[src/rtl/hazard_pkg.sv]
// hazard_pkg: shared types and constants for the pipeline hazard controller.
//   hz_state_e : controller FSM states (RUN, MEM_WAIT, FAULT)
//   FWD_*      : ALU operand forward-select encodings
//   hz_ctl_t   : bundle of pipeline stall/flush controls
package hazard_pkg;

    typedef enum logic [1:0] {
        RUN      = 2'b00,
        MEM_WAIT = 2'b01,
        FAULT    = 2'b10
    } hz_state_e;

    localparam logic [1:0] FWD_REG = 2'b00;
    localparam logic [1:0] FWD_W   = 2'b01;
    localparam logic [1:0] FWD_M   = 2'b10;

    typedef struct packed {
        logic stall_f;
        logic stall_d;
        logic stall_e;
        logic stall_m;
        logic flush_d;
        logic flush_e;
        logic flush_w;
    } hz_ctl_t;

endpackage

[src/rtl/forward_unit.sv]
// forward_unit: ALU operand forward-select for one Execute source register.
// Ports:
//   rs_i            : source register index in Execute
//   rd_m_i, rd_w_i  : destination indices in Memory / Writeback
//   reg_write_m_i/w : destination write valid in Memory / Writeback
//   fwd_sel_o       : FWD_M (M wins over W), FWD_W, or FWD_REG
module forward_unit
    import hazard_pkg::*;
#(
    parameter int unsigned REG_ADDR_WIDTH = 5
) (
    input  logic [REG_ADDR_WIDTH-1:0] rs_i,
    input  logic [REG_ADDR_WIDTH-1:0] rd_m_i,
    input  logic [REG_ADDR_WIDTH-1:0] rd_w_i,
    input  logic                      reg_write_m_i,
    input  logic                      reg_write_w_i,
    output logic [1:0]                fwd_sel_o
);

    always_comb begin
        fwd_sel_o = FWD_REG;
        // x0 is hard-wired zero, so a write to it is never forwarded.
        if (reg_write_m_i && (rd_m_i != '0) && (rd_m_i == rs_i)) begin
            fwd_sel_o = FWD_M;
        end else if (reg_write_w_i && (rd_w_i != '0) && (rd_w_i == rs_i)) begin
            fwd_sel_o = FWD_W;
        end
    end

endmodule

[src/rtl/hazard_ctrl.sv]
// hazard_ctrl: pipeline hazard controller for the five-stage core.
// Resolves load-use, taken branch/jump and data-memory wait hazards, drives
// the operand forwarding selects, and latches a sticky fault when the memory
// wait lasts TIMEOUT consecutive cycles.
// Ports:
//   clk, rst_n                 : clock (rising edge), async active-low reset
//   Rs1D, Rs2D                 : Decode source registers
//   Rs1E, Rs2E, RdE            : Execute sources / destination
//   RdM, RdW                   : Memory / Writeback destinations
//   MemReadE                   : Execute instruction is a load
//   RegWriteM, RegWriteW       : destination write valid in M / W
//   PCSrcE                     : taken branch or jump resolved in Execute
//   MemBusyM                   : data memory not ready this cycle
//   StallF/D/E/M               : hold PC and pipeline registers
//   FlushD/E/W                 : clear pipeline registers
//   ForwardAE, ForwardBE       : operand selects (00 RF, 01 W, 10 M)
//   Fault                      : watchdog tripped (sticky until reset)
//   StallCount, FlushCount     : performance counters, only when the macro
//                                HAZARD_PERF_EN is defined
module hazard_ctrl
    import hazard_pkg::*;
#(
    parameter int unsigned REG_ADDR_WIDTH = 5,
    parameter int unsigned TIMEOUT        = 64,
    parameter int unsigned CNT_WIDTH      = 32
) (
    input  logic                      clk,
    input  logic                      rst_n,
    input  logic [REG_ADDR_WIDTH-1:0] Rs1D,
    input  logic [REG_ADDR_WIDTH-1:0] Rs2D,
    input  logic [REG_ADDR_WIDTH-1:0] Rs1E,
    input  logic [REG_ADDR_WIDTH-1:0] Rs2E,
    input  logic [REG_ADDR_WIDTH-1:0] RdE,
    input  logic [REG_ADDR_WIDTH-1:0] RdM,
    input  logic [REG_ADDR_WIDTH-1:0] RdW,
    input  logic                      MemReadE,
    input  logic                      RegWriteM,
    input  logic                      RegWriteW,
    input  logic                      PCSrcE,
    input  logic                      MemBusyM,
    output logic                      StallF,
    output logic                      StallD,
    output logic                      StallE,
    output logic                      StallM,
    output logic                      FlushD,
    output logic                      FlushE,
    output logic                      FlushW,
    output logic [1:0]                ForwardAE,
    output logic [1:0]                ForwardBE,
`ifdef HAZARD_PERF_EN
    output logic                      Fault,
    output logic [CNT_WIDTH-1:0]      StallCount,
    output logic [CNT_WIDTH-1:0]      FlushCount
`else
    output logic                      Fault
`endif
);

    localparam int unsigned WCW = $clog2(TIMEOUT + 1);
    localparam logic [WCW-1:0] WAIT_LAST = WCW'(TIMEOUT - 1);
    localparam logic [WCW-1:0] WAIT_ONE  = WCW'(1);

    if (TIMEOUT < 2 || CNT_WIDTH < 1) begin : g_param_check
        $error("hazard_ctrl: TIMEOUT must be >= 2 and CNT_WIDTH >= 1");
    end

    hz_state_e      state_q, state_d;
    logic [WCW-1:0] wait_cnt_q, wait_cnt_d;
    hz_ctl_t        ctl;
    logic           lu;

    // ---------------- forwarding (independent of state) ----------------
    forward_unit #(.REG_ADDR_WIDTH(REG_ADDR_WIDTH)) u_fwd_a (
        .rs_i          (Rs1E),
        .rd_m_i        (RdM),
        .rd_w_i        (RdW),
        .reg_write_m_i (RegWriteM),
        .reg_write_w_i (RegWriteW),
        .fwd_sel_o     (ForwardAE)
    );

    forward_unit #(.REG_ADDR_WIDTH(REG_ADDR_WIDTH)) u_fwd_b (
        .rs_i          (Rs2E),
        .rd_m_i        (RdM),
        .rd_w_i        (RdW),
        .reg_write_m_i (RegWriteM),
        .reg_write_w_i (RegWriteW),
        .fwd_sel_o     (ForwardBE)
    );

    assign lu = MemReadE && (RdE != '0) && ((RdE == Rs1D) || (RdE == Rs2D));

    // ---------------- FSM: state register ----------------
    always_ff @(posedge clk or negedge rst_n) begin
        if (!rst_n) begin
            state_q    <= RUN;
            wait_cnt_q <= '0;
        end else begin
            state_q    <= state_d;
            wait_cnt_q <= wait_cnt_d;
        end
    end

    // ---------------- FSM: next state and controls ----------------
    always_comb begin
        ctl        = '0;
        state_d    = state_q;
        wait_cnt_d = wait_cnt_q;

        unique case (state_q)
            RUN, MEM_WAIT: begin
                if (MemBusyM) begin
                    // Freeze everything up to M; the branch stays held in
                    // Execute and flushes on the first non-busy cycle.
                    ctl.stall_f = 1'b1;
                    ctl.stall_d = 1'b1;
                    ctl.stall_e = 1'b1;
                    ctl.stall_m = 1'b1;
                    ctl.flush_w = 1'b1;
                    if (state_q == RUN) begin
                        state_d    = MEM_WAIT;
                        wait_cnt_d = WAIT_ONE;
                    end else if (wait_cnt_q == WAIT_LAST) begin
                        // This edge samples the TIMEOUT-th busy cycle.
                        state_d    = FAULT;
                        wait_cnt_d = wait_cnt_q + WAIT_ONE;
                    end else begin
                        wait_cnt_d = wait_cnt_q + WAIT_ONE;
                    end
                end else begin
                    state_d    = RUN;
                    wait_cnt_d = '0;
                    if (PCSrcE) begin
                        // Decode holds a wrong-path instruction, so the
                        // branch flush takes precedence over a load-use stall.
                        ctl.flush_d = 1'b1;
                        ctl.flush_e = 1'b1;
                    end else if (lu) begin
                        ctl.stall_f = 1'b1;
                        ctl.stall_d = 1'b1;
                        ctl.flush_e = 1'b1;
                    end
                end
            end
            FAULT: begin
                ctl.stall_f = 1'b1;
                ctl.stall_d = 1'b1;
                ctl.stall_e = 1'b1;
                ctl.stall_m = 1'b1;
            end
            default: begin
                state_d    = RUN;
                wait_cnt_d = '0;
            end
        endcase
    end

    assign StallF = ctl.stall_f;
    assign StallD = ctl.stall_d;
    assign StallE = ctl.stall_e;
    assign StallM = ctl.stall_m;
    assign FlushD = ctl.flush_d;
    assign FlushE = ctl.flush_e;
    assign FlushW = ctl.flush_w;
    assign Fault  = (state_q == FAULT);

`ifdef HAZARD_PERF_EN
    logic [CNT_WIDTH-1:0] stall_cnt_q, stall_cnt_d;
    logic [CNT_WIDTH-1:0] flush_cnt_q, flush_cnt_d;

    // Free-running counters; wrap naturally on overflow.
    always_comb begin
        stall_cnt_d = stall_cnt_q + CNT_WIDTH'(ctl.stall_d);
        flush_cnt_d = flush_cnt_q + CNT_WIDTH'(ctl.flush_d);
    end

    always_ff @(posedge clk or negedge rst_n) begin
        if (!rst_n) begin
            stall_cnt_q <= '0;
            flush_cnt_q <= '0;
        end else begin
            stall_cnt_q <= stall_cnt_d;
            flush_cnt_q <= flush_cnt_d;
        end
    end

    assign StallCount = stall_cnt_q;
    assign FlushCount = flush_cnt_q;
`else
    // Performance counters are not built in this configuration.
`endif

endmodule
[config.mk]
export PLATFORM = sky130hd
export DESIGN_NAME = hazard_ctrl
export DESIGN_NICKNAME = d
export VERILOG_FILES = /design/src/rtl/hazard_pkg.sv /design/src/rtl/forward_unit.sv /design/src/rtl/hazard_ctrl.sv
export SDC_FILE = /design/constraint.sdc
export NUM_CORES = 1
export LEC_CHECK = 0
export CORE_MARGIN = 3
export CORE_UTILIZATION = 40
export CTS_BUF_LIST = sky130_fd_sc_hd__clkbuf_4 sky130_fd_sc_hd__clkbuf_8
export DETAILED_ROUTE_END_ITERATION = 10
export GPL_TIMING_DRIVEN = 1
export PLACE_DENSITY = 0.87
export SETUP_SLACK_MARGIN = 0.05
export SYNTH_ARGS = -nofsm -noshare
export SYNTH_HDL_FRONTEND = slang
export SYNTH_SLANG_ARGS = --single-unit
[constraint.sdc]
create_clock -name clk -period 2.2 [get_ports clk]
set_input_delay 0.33 -clock clk [delete_from_list [all_inputs] [get_ports clk]]
set_output_delay 0.33 -clock clk [all_outputs]
set_load 0.005 [all_outputs]
==> results.toml, run 1 <==
[power]
ir_drop_mv = 0.374
pwr-share-seq_pct = 32.0
p_int_mw = 0.377
p_sw_mw = 0.164
power_density_nw_per_um2 = 334
clkPwrFrac_pct = 26.8
p_leak_nw = 0.723
combPwrFrac_pct = 41.3
switching_share_pct = 30.3

[floorplanning]
dieWidth_um = 52.3
die_y_um = 52.3
placementRows = 16
die_area_um2 = 2730
io_pins = 54
coreArea_um2 = 2000
initial_core_util_pct = 42.8

[yosys]
synth.area.top_cells = "dfrtp_1 26%, xor2_1 26%, xnor2_1 8.2%"
synth_top_area_share_pct = 26.3
synth-compound-area-share_pct = 12.1
postSynth.asyncResetShare_pct = 100
synth.most_common_cell = "xor2_1"
synth_edf_count = 0
yosysSeqAreaShare_pct = 26.3
synth_adder_area_share_pct = 1.46
yosysUniqueCellTypes = 26
syn_inst = 97
yosysWarningCount = 0
yosysTopAreaCell = "dfrtp_1"
synth-simple-area-share_pct = 22.8
syn_area_um2 = 856
postSynthAreaPerCell_um2 = 8.82
netlist_top_cells_count = "25 x xor2_1, 9 x dfrtp_1, 8 x xnor2_1"
synth_mux_area_share_pct = 0
yosys_most_used_dff = "dfrtp_1"
syn_nets = 140
synth_top_family_by_area = "XOR/XNOR gates"
synthXorXnorAreaFrac_pct = 33.8
ys_seq_elements = 9

[global_route]
grt_remaining_overflow = 0
globalRouteTotalUtil_pct = 23.6
grt_max_degree = 12
antenna_found_initial = 0
grt_first_pass_wirelength_um = 4760
grt_pass1_vias = 1092

[timing]
fmaxAchievable_mhz = 468
skew_ns = 0.00363
setup_viol = 0
slew_violations = 0
slew_headroom_pct = 72.5
finalHoldViolCount = 0
tns_ns = 0
min_period_over_period_pct = 97.1
period_needed_ns = 2.14
grt_setup_unrepaired = "yes"
tightest_slew_ns = 0.411

[routing]
vias_per_cell = 5.26
drtIter0Drc = 11
drt_pass1_iterations = 4
ant_nets = 0
drc = 0
postRouteWirelength_um = 3160
wire_per_inst_um = 16.2
num_vias = 1025

[critical_path]
r2r-start = "wait_cnt_q[0]"
cp_max_fo = 2
path_class = "input port to output port"
r2r-end = "state_q[1]"
crit_path_end_kind = "output port"
cp_data_arrival_time_ns = 1.81
r2r_cells = 4
regToRegSetupSlack_ns = 0.79
cp.required_ns = 1.87
crit_path_start_kind = "input port"

[run_status]
outcome = "finished clean"

[clock_tree]
cts.sink_count = 9
clockBufferDepth = 2
worst_skew_pair.late_latency_ns = 0.27
path_clk_slew_ns = 0.06
clockRootBuffer = "clkbuf_4"
cts_tree = "done"
cts_buffers = 3
cts_hold_buf = 0
cts_max_level = 1

[finish]
syn_to_final_growth_pct = 89.3
num_antenna_cells = 0
final_core_util_pct = 80.9
final_nets = 212
drive_above_1_share_pct = 25.0
design_area_um2 = 1620

[placement]
port_buffers = 53
dp_hpwl_um = 2350
place_congestion = 0.808
placed_area_um2 = 1520

[min_path]
hold_path_class = "input port to asynchronous set/reset pin"

[flow_run]
cap_viol_max_count = 0
[repair_timing]
action                     in CTS  in global routing
setup endpoints to repair       7                  6
buffers inserted                0                  2
pin swaps                      11                  8
resized for setup              52                  9
[cells in the final DEF (no fill, tap or decap), types with 4 or more instances in the layout]
cell type and instances:
clkdlybuf4s50_1 27, xor2_1 25, dlygate4sd2_1 17, buf_4 16, dfrtp_1 9, xnor2_1 8
nor2_1 6, nand3_1 4, nor2b_1 4, clkbuf_4 4, buf_2 4
[stage by stage]
stage               setup WS, ns  instances  hold WS [ns]  total power [mW]
floorplan                  0.492         97        0.0344             0.240
global placement          -0.434        189         0.498             0.377
detailed placement        -0.482        189         0.517             0.383
CTS                       0.0501        193         0.365             0.534
global route              0.0132        195         0.377             0.566
finish                    0.0637        195         0.357             0.542
[final cells by class]
type                    instances  area (µm²)
repair buffers                 71         633
fillers                       133         382
clock buffers                   4        30.0
multi-input cells              82         691
flip-flops and latches          9         225
inverters                       2        7.51
well taps                      27        33.8
[worst max-delay path by stage]
stage	start	to	slack, ns	cells past startpoint
after CTS	RdM[4]	ForwardBE[1]	0.05	6
final	RdM[0]	ForwardBE[0]	0.06	7
after global placement	RdM[4]	ForwardAE[0]	-0.43	6
after detailed placement	RdM[4]	ForwardAE[0]	-0.48	6
after global routing	RdM[0]	ForwardBE[0]	0.01	7
after floorplan	RdE[3]	StallF	0.49	5
[layer usage]
metal	vias to the layer above	global-route usage [%]	part of all wire, %
met5	-	0	0
met4	0	4.68	1.2
met3	6	4.27	4.6
met2	37	47.9	58
met1	495	24.8	36
li1	487	-	-
[state kept, by name (all words and copies together) (netlist names)]
name and flops:
state_q 2, wait_cnt_q 7
[cells by family (layout without fill, tap and decap cells)]
kind of cell             count (synthesis)  after routing
AND/OR/NAND/NOR                         33             33
AO/OA/AOI/OAI                           15             15
XOR/XNOR                                33             33
adder cells (fa/ha/maj)                  1              1
flip-flops                               9              9
buffers and inverters                    6             77
[critical path, stage by stage]
cell	delay, ns
clkdlybuf4s15_1	0.19
or4_4	0.53
o21ai_4	0.17
buf_4	0.15
nor4_4	0.04
nor4_2	0.26
buf_2	0.15
[power by group through the flow]
stage	clock, mW	sequential, mW	combinational (mW)
after CTS	0.149	0.173	0.212
after floorplan	0	0.175	0.0654
after detailed placement	0	0.176	0.208
after global placement	0	0.176	0.201
final	0.145	0.173	0.224
after global routing	0.154	0.173	0.238
(Power assumes the default switching activity.)
==> inputs of run 2 (changes only) <==
--- a/config.mk
+++ b/config.mk
@@ -9,7 +9,7 @@
 export CORE_UTILIZATION = 40
 export CTS_BUF_LIST = sky130_fd_sc_hd__clkbuf_4 sky130_fd_sc_hd__clkbuf_8
 export DETAILED_ROUTE_END_ITERATION = 10
-export GPL_TIMING_DRIVEN = 1
+export GPL_TIMING_DRIVEN = 0
 export PLACE_DENSITY = 0.87
 export SETUP_SLACK_MARGIN = 0.05
 export SYNTH_ARGS = -nofsm -noshare
==> run 2 against run 1 <==
Combinational power down 8.9%. Hold slack got worse by 0.014 ns. Count of clock-buffer cells in the layout is the same. Cell count fell by 3.6%. Clock skew increased by 0.0036 ns. Die area stayed put. First-iteration DRC count is 9.1% higher. Register-to-register slack worse by 0.11 ns. Global-route usage is 1.1 points lower. Critical path depth unchanged. Total power fell by 2.9%. Sequential power barely moved.
==> results.toml, run 2 (synthesis results as in run 1) <==
[run_status]
outcome = "finished clean"

[min_path]
hold_path_class = "input port to asynchronous set/reset pin"

[floorplanning]
initial_core_util_pct = 42.8
die_area_um2 = 2730
dieWidth_um = 52.3
coreArea_um2 = 2000
io_pins = 54
die_y_um = 52.3
placementRows = 16

[finish]
reg.largest.list = "wait_cnt_q (7), state_q (2)"
design_area_um2 = 1570
mostFrequentLayoutCell = "xor2_1"
num_antenna_cells = 0
largest_register_ff_count = 7
drive_above_1_share_pct = 25.5
syn_to_final_growth_pct = 83.3
final_nets = 205
n_fill_cell = 125
final_cell_mix = "24 x xor2_1, 23 x dlygate4sd2_1, 19 x clkdlybuf4s50_1"
regMostFlops = "wait_cnt_q"

[power]
combPwrFrac_pct = 38.8
p_int_mw = 0.362
ir_drop_mv = 0.257
power_density_nw_per_um2 = 335
pwr-share-seq_pct = 32.9
clkPwrFrac_pct = 28.3
p_leak_nw = 0.699
switching_share_pct = 31.1
p_sw_mw = 0.163

[routing]
ant_nets = 0
drtIter0Drc = 12
wire_per_inst_um = 15.8
vias_per_cell = 5.40
postRouteWirelength_um = 2970
num_vias = 1015
drc = 0
drt_pass1_iterations = 4

[placement]
place_congestion = 0.910
pre_cts_ws_ns = -0.568
dp_hpwl_um = 2240
placed_area_um2 = 1420
port_buffers = 53

[critical_path]
cp.required_ns = 1.87
endpoint = "StallD"
slowest_delay_ns = 0.42
regToRegSetupSlack_ns = 0.68
cp_data_arrival_time_ns = 1.79
crit_chain = "clkdlybuf4s50_1 -> xor2_1 -> nor2_1 -> a22oi_2 -> o41ai_2 -> buf_4 -> buf_2"
crit_slowest_cell = "clkdlybuf4s50_1"
cp.buffers_inverters = 3
r2r-end = "state_q[1]"
cp-startpoint = "Rs1D[3]"
crit_path_end_kind = "output port"
worstSetupPathDepth = 7
crit_path_start_kind = "input port"
path_class = "input port to output port"
r2r-start = "wait_cnt_q[0]"
r2r_cells = 4
path_delay_family = "buffers and inverters"
cp_max_fo = 2

[timing]
slew_violations = 0
skew_ns = 0.00720
min_period_over_period_pct = 96.2
tightest_slew_ns = 0.488
slew_headroom_pct = 67.0
fmaxAchievable_mhz = 472
finalHoldViolCount = 0
period_needed_ns = 2.12
grt_setup_unrepaired = "yes"
layout_setup_ws_ns = 0.0829
setup_viol = 0

[clock_tree]
cts_tree = "done"
worst_skew_pair.late_latency_ns = 0.28
cts_max_level = 1
clockBufferDepth = 2
cts_hold_buf = 0
cts.sink_count = 9
cts_buffers = 3
path_clk_slew_ns = 0.07
clockRootBuffer = "clkbuf_4"

[global_route]
grt_first_pass_wirelength_um = 4540
grt_pass1_vias = 1066
grt_remaining_overflow = 0
globalRouteTotalUtil_pct = 22.6
grt_max_degree = 11
antenna_found_initial = 0

[flow_run]
cap_viol_max_count = 0
-- run 2: routing by layer --
metal / share of wire (%) / global-route usage (%) / up-vias
met2: 56 / 42.7 / 48
li1: - / - / 473
met4: 3.2 / 10.2 / 0
met3: 6.2 / 3.42 / 11
met1: 34 / 24.3 / 483
met5: 0 / 0 / -
-- run 2: how the worst min path moves through the flow --
stage,from,to,slack [ns],cells after the start
4_1_cts,rst_n,state_q[0],0.37,1
3_5_place_dp,wait_cnt_q[0],wait_cnt_q[0],0.52,1
3_3_place_gp,wait_cnt_q[0],wait_cnt_q[0],0.50,1
5_1_grt,rst_n,wait_cnt_q[0],0.37,1
6_report,rst_n,wait_cnt_q[5],0.34,1
2_1_floorplan,rst_n,state_q[0],0.03,0
-- run 2: layout make-up --
type	instances	area, µm²	share of cell area [%]
Clock buffer	4	30.0	1.91
Sequential cell	9	228	14.5
Timing Repair Buffer	60	532	33.9
Inverter	2	7.51	0.478
Multi-Input combinational cell	82	702	44.7
Buffer	4	36.3	2.31
Tap cell	27	33.8	2.15
-- run 2: stage by stage --
| step | std cells | power [mW] | utilization [%] | hold WS [ns] | setup TNS [ns] |
|---|---|---|---|---|---|
| after global routing | 188 | 0.556 | 78.4 | 0.371 | 0 |
| after CTS | 184 | 0.507 | 75.8 | 0.367 | 0 |
| after floorplan | 97 | 0.240 | - | 0.0344 | 0 |
| after detailed placement | 177 | 0.365 | 70.9 | 0.518 | -3.38 |
| final | 188 | 0.526 | 78.4 | 0.343 | 0 |
| after global placement | 177 | 0.359 | 70.9 | 0.497 | -3.21 |
-- run 2: power groups by stage --
stage	Clock [mW]	Combinational (mW)	Sequential (mW)
floorplan	0	0.0654	0.175
CTS	0.142	0.192	0.173
detailed placement	0	0.189	0.176
finish	0.149	0.204	0.173
global route	0.162	0.220	0.174
global placement	0	0.184	0.175
-- run 2: what timing repair did --
action	4_1_cts	5_1_grt
setup buffers	3	4
pin swaps	11	9
setup endpoints to repair	10	7
gates resized for setup	64	19
